### config.mk
export PLATFORM = sky130hd
export DESIGN_NAME = regfile_sequencer
export DESIGN_NICKNAME = d
export VERILOG_FILES = /design/src/rtl/regfile_sequencer.sv
export SDC_FILE = /design/constraint.sdc
export NUM_CORES = 1
export LEC_CHECK = 0
export ABC_CLOCK_PERIOD_IN_PS = 2300
export CAP_MARGIN = 20
export CORE_MARGIN = 2
export CORE_UTILIZATION = 34
export CTS_CLUSTER_DIAMETER = 30
export DETAILED_ROUTE_END_ITERATION = 7
export PLACE_DENSITY = 0.61
export REMOVE_ABC_BUFFERS = 1
export SYNTH_ARGS = -nofsm -noshare
export SYNTH_HDL_FRONTEND = slang
export SYNTH_SLANG_ARGS = --single-unit
### constraint.sdc
create_clock -name clk -period 2.3 [get_ports clk]
set_input_delay 0.46 -clock clk [delete_from_list [all_inputs] [get_ports clk]]
set_output_delay 0.46 -clock clk [all_outputs]
set_load 0.02 [all_outputs]
### src/rtl/regfile_sequencer.sv
// Command sequencer for a two-read/one-write register file. Each accepted command
// goes through read, execute, optional write-back and then a response handshake.
module regfile_sequencer #(
  parameter int DATA_W = 8,
  parameter int ADDR_W = 3
) (
  input  logic              clk,
  input  logic              reset,
  input  logic              cmd_valid,
  output logic              cmd_ready,
  input  logic [2:0]        cmd_op,
  input  logic [ADDR_W-1:0] cmd_dst,
  input  logic [ADDR_W-1:0] cmd_src1,
  input  logic [ADDR_W-1:0] cmd_src2,
  input  logic [DATA_W-1:0] cmd_imm,
  output logic [ADDR_W-1:0] rd_addr1,
  output logic [ADDR_W-1:0] rd_addr2,
  input  logic [DATA_W-1:0] rd_data1,
  input  logic [DATA_W-1:0] rd_data2,
  output logic [ADDR_W-1:0] wr_addr,
  output logic [DATA_W-1:0] wr_data,
  output logic              wr_en,
  output logic              rsp_valid,
  input  logic              rsp_ready,
  output logic [DATA_W-1:0] rsp_data,
  output logic              rsp_carry,
  output logic              rsp_zero,
  output logic              busy
);

  localparam logic [2:0] IDLE  = 3'd0;
  localparam logic [2:0] READ  = 3'd1;
  localparam logic [2:0] EXEC  = 3'd2;
  localparam logic [2:0] WRITE = 3'd3;
  localparam logic [2:0] RESP  = 3'd4;

  localparam logic [2:0] OP_ADD = 3'b000;
  localparam logic [2:0] OP_SUB = 3'b001;
  localparam logic [2:0] OP_AND = 3'b010;
  localparam logic [2:0] OP_OR  = 3'b011;
  localparam logic [2:0] OP_XOR = 3'b100;
  localparam logic [2:0] OP_LDI = 3'b101;
  localparam logic [2:0] OP_MOV = 3'b110;
  localparam logic [2:0] OP_RD  = 3'b111;

  logic [2:0]        state_reg;
  logic [2:0]        op_reg;
  logic [ADDR_W-1:0] dst_reg;
  logic [DATA_W-1:0] imm_reg;
  logic [ADDR_W-1:0] rd_addr1_reg;
  logic [ADDR_W-1:0] rd_addr2_reg;
  logic [DATA_W-1:0] opa_reg;
  logic [DATA_W-1:0] opb_reg;
  logic [DATA_W-1:0] result_reg;
  logic              carry_reg;
  logic              zero_reg;
  logic [ADDR_W-1:0] wr_addr_reg;
  logic [DATA_W-1:0] wr_data_reg;

  logic [DATA_W:0]   sum_ext;
  logic [DATA_W:0]   diff_ext;
  logic [DATA_W-1:0] and_bits;
  logic [DATA_W-1:0] or_bits;
  logic [DATA_W-1:0] xor_bits;
  logic [DATA_W-1:0] result_next;
  logic              carry_next;
  logic              zero_next;

  assign sum_ext  = {1'b0, opa_reg} + {1'b0, opb_reg};
  // Extended subtraction: the top bit is the unsigned borrow (opa < opb).
  assign diff_ext = {1'b0, opa_reg} - {1'b0, opb_reg};

  generate
    for (genvar gi = 0; gi < DATA_W; gi++) begin : g_logic_bits
      assign and_bits[gi] = opa_reg[gi] & opb_reg[gi];
      assign or_bits[gi]  = opa_reg[gi] | opb_reg[gi];
      assign xor_bits[gi] = opa_reg[gi] ^ opb_reg[gi];
    end
  endgenerate

  always_comb begin
    result_next = '0;
    carry_next  = 1'b0;
    case (op_reg)
      OP_ADD: begin
        result_next = sum_ext[DATA_W-1:0];
        carry_next  = sum_ext[DATA_W];
      end
      OP_SUB: begin
        result_next = diff_ext[DATA_W-1:0];
        carry_next  = diff_ext[DATA_W];
      end
      OP_AND: result_next = and_bits;
      OP_OR:  result_next = or_bits;
      OP_XOR: result_next = xor_bits;
      OP_LDI: result_next = imm_reg;
      OP_MOV: result_next = opa_reg;
      OP_RD:  result_next = opa_reg;
      default: result_next = '0;
    endcase
    zero_next = (result_next == '0);
  end

  always_ff @(posedge clk) begin
    if (reset) begin
      state_reg    <= IDLE;
      op_reg       <= '0;
      dst_reg      <= '0;
      imm_reg      <= '0;
      rd_addr1_reg <= '0;
      rd_addr2_reg <= '0;
      opa_reg      <= '0;
      opb_reg      <= '0;
      result_reg   <= '0;
      carry_reg    <= 1'b0;
      zero_reg     <= 1'b0;
      wr_addr_reg  <= '0;
      wr_data_reg  <= '0;
    end else begin
      case (state_reg)
        IDLE: begin
          if (cmd_valid) begin
            op_reg       <= cmd_op;
            dst_reg      <= cmd_dst;
            imm_reg      <= cmd_imm;
            rd_addr1_reg <= cmd_src1;
            rd_addr2_reg <= cmd_src2;
            state_reg    <= READ;
          end
        end
        READ: begin
          opa_reg   <= rd_data1;
          opb_reg   <= rd_data2;
          state_reg <= EXEC;
        end
        EXEC: begin
          result_reg <= result_next;
          carry_reg  <= carry_next;
          zero_reg   <= zero_next;
          if (op_reg == OP_RD) begin
            state_reg <= RESP;
          end else begin
            // Write port values are loaded here so they are valid for the whole WRITE cycle.
            wr_addr_reg <= dst_reg;
            wr_data_reg <= result_next;
            state_reg   <= WRITE;
          end
        end
        WRITE: state_reg <= RESP;
        RESP: begin
          if (rsp_ready) state_reg <= IDLE;
        end
        default: state_reg <= IDLE;
      endcase
    end
  end

  assign cmd_ready = (state_reg == IDLE);
  assign busy      = (state_reg != IDLE);
  assign wr_en     = (state_reg == WRITE);
  assign rsp_valid = (state_reg == RESP);
  assign rd_addr1  = rd_addr1_reg;
  assign rd_addr2  = rd_addr2_reg;
  assign wr_addr   = wr_addr_reg;
  assign wr_data   = wr_data_reg;
  assign rsp_data  = result_reg;
  assign rsp_carry = carry_reg;
  assign rsp_zero  = zero_reg;

endmodule

==> metrics.md, run 1 <==
| Metric | Value |
|---|---|
| Clock network fraction of design power | 0.344 |
| Row count | 37 |
| Slew Limit Fails | 0 |
| Largest area contributor in the netlist | dfxtp_1 |
| Final worst path period share | 0.9808 |
| Final worst slack | 44.06 ps |
| Initial DRC count | 160 |
| Distinct cells, synth | 60 |
| IO buf count | 70 |
| CTS tree | done |
| Final ANT Viol Nets | 0 |
| Synth-to-layout area growth | 41.12% |
| Worst R2R Setup Slack | 40 ps |
| Pin count of the biggest net entering global routing | 61 |
| Vias | 3429 |
| Comb power frac | 0.289 |
| Net Sw Power | 0.0009940 W |
| DP HPWL | 7139 um |
| Root Driver | clkbuf_8 |
| Setup Viol. Count Final | 0 |
| Setup CP Type | reg2reg |
| Die area | 11130 um2 |
| Antenna violations before repair | 0 |
| Vias in the first global route | 3348 |
| GPL Wtd Cong | 0.8853 |
| Worst-margin pin slew | 677.4 ps |
| WL final | 9850 um |
| First-pass GRT wire length | 16050 um |
| Syn Area/Cell | 7.597 um2 |
| Sink Count | 60 |
| CP Capture Type | flip-flop |
| Die Width | 105.5 um |
| CTS buffer count | 9 |
| Worst Path Max Fanout | 3 |
| YS warnings | 0 |
| Power density cells | 638.8 nW/um2 |
| Internal power | 0.002163 W |
| Synth top area share | 0.3430 |
| Vias per cell | 4.913 |
| Synthesized instance count | 461 |
| EDFF count, synth | 0 |
| Residual DRC | 0 |
| Hold endpoint | wr_addr[1] |
| Peak VDD IR | 266.8 uV |
| Launching point of the worst reg2reg path | opa_reg[0] |
| Final Core Density | 0.4875 |
| Sequential element share of the synthesized area | 0.3430 |
| Sequential share of power | 0.367 |
| Synth Cell Area | 3502 um2 |
| Design Area, Final | 4942 um2 |
| Share of post-route cells with drive strength above 1 | 0.1779 |
| GRT Util Overall | 0.1814 |
| Main synth FF type | dfxtp_1 |
| CP delay by family, top | simple AND/OR/NAND/NOR gates |
| RSZ-0062 raised after global routing | yes |
| Rel. slew slack | 0.5484 |
| Routed WL per cell | 14.11 um |
| Top Ports | 71 |
| Switching Share | 0.3149 |
| Required @ worst endpoint | 2580 ps |
| Hold path depth | 2 |
| Hold Crit Start | dst_reg[1] |
| # nets final | 623 |
| Setup Skew | 6.821 ps |
| Worst setup SP type | flip-flop |
| FF-to-FF End | rsp_zero |
| Overall die height | 105.5 um |
| Worst slack, placed | -62.57 ps |
| Crit path time final | 2256 ps |
| Htree depth | 3 |
| Initial DRT Pass Iterations | 4 |
| Fmax | 443.3 MHz |
| Setup_tns | 0 ps |
| CP Cell Sequence | buf_4 -> ha_2 -> fa_2 -> nor2_2 -> a31oi_2 -> or4_4 -> nor3_4 -> nand4_1 -> o31ai_2 |
| Critical path's slowest cell | or4_4 |
| Final Hold Viols | 0 |
| ANT cells | 0 |
| Worst Path Buf+Inv | 1 |
| Reg clk slew, reported paths | 80 ps |
| Outcome | finished, final reports clean |
| Largest cells by area after synthesis | dfxtp_1, nand2_1, a21oi_1 |
| Maxcap violations | 0 |
| Commonest cells after routing, fill and taps aside | nand2_1, clkdlybuf4s50_1, a21oi_1 |
| Total gr overflow | 0 |
| Core ar. | 10140 um2 |
| Initial Utilization | 0.3454 |
| R2R depth | 9 |
| Placed cell area | 4589 um2 |
| Worst hold path type | reg2reg |
| Async SR Flop Fraction | 0 |
| Clk_lat worst skew | 350 ps |
| Biggest cell delay along the critical path | 500 ps |
| Maximum clock path buffer count | 2 |
| Yosys reg bits | 60 |
| Critical Path AT | 2530 ps |
| Static leakage | 1.912 nW |
| Commonest non-fill, non-tap cell in the layout | nand2_1 |
==> what timing repair did <==
| item | 4_1_cts | 5_1_grt |
|---|---|---|
| setup endpoints to repair | 6 | 12 |
| hold endpoints to repair | 0 | 0 |
| cloned | 0 | 0 |
| pin swaps | 1 | 6 |
| gates resized for setup | 8 | 23 |
| buffers inserted | 0 | 1 |
| hold buffers | 0 | 0 |
==> power groups by stage <==
stage	Sequential, W	Clock (W)	Combinational (W)
6_report	0.00116	0.00109	0.000912
5_1_grt	0.00117	0.00116	0.000998
4_1_cts	0.00116	0.00111	0.000876
3_5_place_dp	0.00118	0	0.000857
2_1_floorplan	0.00122	0	0.000404
3_3_place_gp	0.00118	0	0.000849
==> metal layers <==
metal	global-route usage	share of wire
met5	0	0
met4	0.08365	0.023
met3	0.03525	0.037
met2	0.2963	0.48
met1	0.2306	0.46
==> synth_stat cells (3+ instances only) <==
| library cell | number |
|---|---|
| buf_2 | 11 |
| nor2b_1 | 7 |
| nor2_1 | 24 |
| nand2_1 | 109 |
| nor3_1 | 9 |
| o21ai_0 | 6 |
| a21o_1 | 4 |
| and2_1 | 3 |
| nand2b_1 | 5 |
| mux2i_1 | 4 |
| a211o_1 | 3 |
| o21a_1 | 6 |
| clkbuf_1 | 19 |
| nand3_1 | 3 |
| dfxtp_1 | 60 |
| xnor2_1 | 4 |
| and3_1 | 5 |
| inv_1 | 22 |
| o21ai_1 | 4 |
| nand4_1 | 3 |
| nor3b_1 | 4 |
| a31oi_1 | 3 |
| ha_1 | 24 |
| a211oi_1 | 6 |
| a21oi_1 | 64 |
==> worst register-to-register path, delay by kind of cell (launching register included) <==
kind | cells | cell delay (ps)
buf+inv | 1 | 120
compound gates | 2 | 220
flops | 1 | 340
fa+ha+maj | 2 | 650
simple gates | 4 | 860
==> worst max-delay path by stage <==
stage,start,end,cells after the start
2_1_floorplan,opa_reg[0],rsp_zero,10
3_5_place_dp,opa_reg[0],rsp_zero,9
3_3_place_gp,opa_reg[0],rsp_zero,10
4_1_cts,opa_reg[0],rsp_zero,10
5_1_grt,opa_reg[0],rsp_zero,10
6_report,opa_reg[0],rsp_zero,9
==> stage by stage <==
| step | hold slack [ps] | total power (W) | instances |
|---|---|---|---|
| 2_1_floorplan | 425.8 | 0.001621 | 427 |
| 3_5_place_dp | 447.3 | 0.002036 | 681 |
| 4_1_cts | 457.3 | 0.003146 | 697 |
| 3_3_place_gp | 442.2 | 0.002025 | 681 |
| 5_1_grt | 472.7 | 0.003322 | 698 |
| 6_report | 454.5 | 0.003157 | 698 |
==> cell type report <==
type	instances	area [um2]
Multi-Input combinational cell	343	2175
Timing Repair Buffer	119	1079
Sequential cell	60	1206
Tap cell	136	170.2
Clock buffer	9	123.9
Clock inverter	7	98.84
Fill cell	986	5196
Inverter	24	90.09
==> cells by family (layout without fill, tap and decap cells) <==
kind of cell	Yosys count	count (layout)	share of synthesized area
AOI/OAI and AO/OA	123	123	0.2219
and+or+nand+nor	185	185	0.2397
adders and majority gates	26	26	0.09718
xor gates and xnor gates	4	4	0.01000
DFF	60	60	0.3430
muxes	5	5	0.01786
buffers and inverters	58	159	0.07038
(Power assumes the default switching activity.)
==> run 2, diff against run 1 <==
--- a/config.mk
+++ b/config.mk
@@ -5,13 +5,14 @@
 export SDC_FILE = /design/constraint.sdc
 export NUM_CORES = 1
 export LEC_CHECK = 0
-export ABC_CLOCK_PERIOD_IN_PS = 2300
-export CAP_MARGIN = 20
+export ABC_CLOCK_PERIOD_IN_PS = 2700
+export CAP_MARGIN = 5
 export CORE_MARGIN = 2
 export CORE_UTILIZATION = 34
 export CTS_CLUSTER_DIAMETER = 30
 export DETAILED_ROUTE_END_ITERATION = 7
-export PLACE_DENSITY = 0.61
+export GPL_TIMING_DRIVEN = 0
+export PLACE_DENSITY = 0.59
 export REMOVE_ABC_BUFFERS = 1
 export SYNTH_ARGS = -nofsm -noshare
 export SYNTH_HDL_FRONTEND = slang
==> constraint.sdc (replaced) <==
create_clock -name clk -period 2.7 [get_ports clk]
set_input_delay 0.54 -clock clk [delete_from_list [all_inputs] [get_ports clk]]
set_output_delay 0.54 -clock clk [all_outputs]
set_load 0.02 [all_outputs]
==> metrics.md, run 2 (same netlist as run 1, synthesis figures left out) <==
| Metric | Value |
|---|---|
| CTS tree | done |
| Post-CTS Setup Inserts | 0 |
| Root Driver | clkbuf_8 |
| Initial Utilization | 0.3454 |
| Worst Path Max Fanout | 10 |
| Reg clk slew, reported paths | 70 ps |
| Hold path depth | 2 |
| Power density cells | 571.4 nW/um2 |
| Hold endpoint | wr_addr[1] |
| Top Ports | 71 |
| WL final | 9206 um |
| Required @ worst endpoint | 2950 ps |
| First-pass GRT wire length | 15270 um |
| Maxcap violations | 0 |
| R2R depth | 9 |
| Die area | 11130 um2 |
| Vias | 3276 |
| Sink Count | 60 |
| Initial DRT Pass Iterations | 4 |
| Maximum clock path buffer count | 2 |
| Final Hold Viols | 0 |
| Fillers | 1042 |
| Reg area | 1206 um2 |
| Pin count of the biggest net entering global routing | 34 |
| IO buf count | 70 |
| Crit path time final | 2472 ps |
| Commonest cells after routing, fill and taps aside | nand2_1, clkdlybuf4s50_1, a21oi_1 |
| Rel. slew slack | 0.4131 |
| Multi-input logic area | 2073 um2 |
| Outcome | finished, final reports clean |
| Highest routed metal layer | met4 |
| Final worst path period share | 0.9154 |
| GPL Wtd Cong | 0.8416 |
| Routed WL per cell | 14.16 um |
| WL met1 | 4359 um |
| Final ANT Viol Nets | 0 |
| Residual DRC | 0 |
| Htree depth | 3 |
| Commonest non-fill, non-tap cell in the layout | nand2_1 |
| Final Core Density | 0.4439 |
| Overall die height | 105.5 um |
| DP HPWL | 6564 um |
| FF-to-FF End | wr_data[6] |
| ANT cells | 0 |
| Slew Limit Fails | 0 |
| Placed cell area | 4248 um2 |
| CTS buffer count | 9 |
| Peak VDD IR | 249.7 uV |
| Setup Skew | 14.21 ps |
| # nets final | 576 |
| Critical Path AT | 2720 ps |
| Row count | 37 |
| Initial DRC count | 171 |
| Hold Crit Start | dst_reg[1] |
| Fmax | 404.6 MHz |
| CP startpoint | opa_reg[3] |
| Antenna violations before repair | 0 |
| Share of post-route cells with drive strength above 1 | 0.07393 |
| Static leakage | 1.662 nW |
| Die Width | 105.5 um |
| Clk_lat worst skew | 330 ps |
| Worst hold path type | reg2reg |
| Setup Viol. Count Final | 0 |
| Vias in the first global route | 3124 |
| Launching point of the worst reg2reg path | opa_reg[3] |
| Total gr overflow | 0 |
| Post-route total power | 0.002572 W |
| Synth-to-layout area growth | 28.51% |
| Design Area, Final | 4501 um2 |
| DR WL met3 | 407 um |
| Core ar. | 10140 um2 |
| DR WL met2 | 4282 um |
| RSZ-0062 raised after global routing | no |
| GRT Util Overall | 0.1681 |
| CP Capture Type | flip-flop |
| Final hold slack | 452.2 ps |
| Worst R2R Setup Slack | 230 ps |
| Vias per cell | 5.040 |
| Worst setup SP type | flip-flop |
| Worst-margin pin slew | 873.6 ps |
| Setup CP Type | reg2reg |
-- run 2: critical path, stage by stage (launching register included) --
cell and delay, ps:
dfxtp_1 400, inv_1 70, ha_1 470, inv_2 70, a211o_1 330, a221o_1 370
a22o_1 260, a21oi_2 200, nand2_1 70, a21oi_1 150
-- run 2: worst max path at each step --
| stage | cells after the start | to | slack, ps |
|---|---|---|---|
| finish | 9 | wr_data[6] | 230 |
| global route | 9 | rsp_zero | 20 |
| CTS | 10 | rsp_zero | 110 |
| detailed placement | 5 | rsp_data[4] | -50 |
| global placement | 5 | rsp_zero | -990 |
| floorplan | 10 | rsp_zero | 370 |
-- run 2: what timing repair did --
action	in CTS	in global routing
gates resized for setup	2	5
setup endpoints to repair	5	3
pin swaps	0	1
hold buffers	0	0
-- run 2: where the power goes --
group | leakage (nW) | switching (W) | total [W] | internal (W)
clock | 0.119 | 0.000366 | 0.000959 | 0.000593
sequential | 0.491 | 0.0000672 | 0.00101 | 0.000941
combinational | 1.05 | 0.000333 | 0.000604 | 0.000271
-- run 2: area by class of cell --
type / count / share of cell area
sequential: 60 / 0.2680
timing repair buffer: 72 / 0.1615
clock inverter: 3 / 0.01529
multi-input combinational: 343 / 0.4607
inverter: 24 / 0.02002
tap: 136 / 0.03781
clock buffer: 12 / 0.03670
-- run 2: per-layer routing --
metal | vias to the layer above | track usage
met1 | 1522 | 0.2219
met4 | 0 | 0.06015
met5 | - | 0
met3 | 11 | 0.02474
li1 | 1662 | -
met2 | 81 | 0.2793
-- run 2: through the flow --
stage,setup slack [ps],TNS (ps),cells
after global routing,18.03,0,650
after floorplan,373.5,0,427
after global placement,-988.7,-9727,633
final,228.5,0,650
after detailed placement,-54.48,-147.7,635
after CTS,109.9,0,650
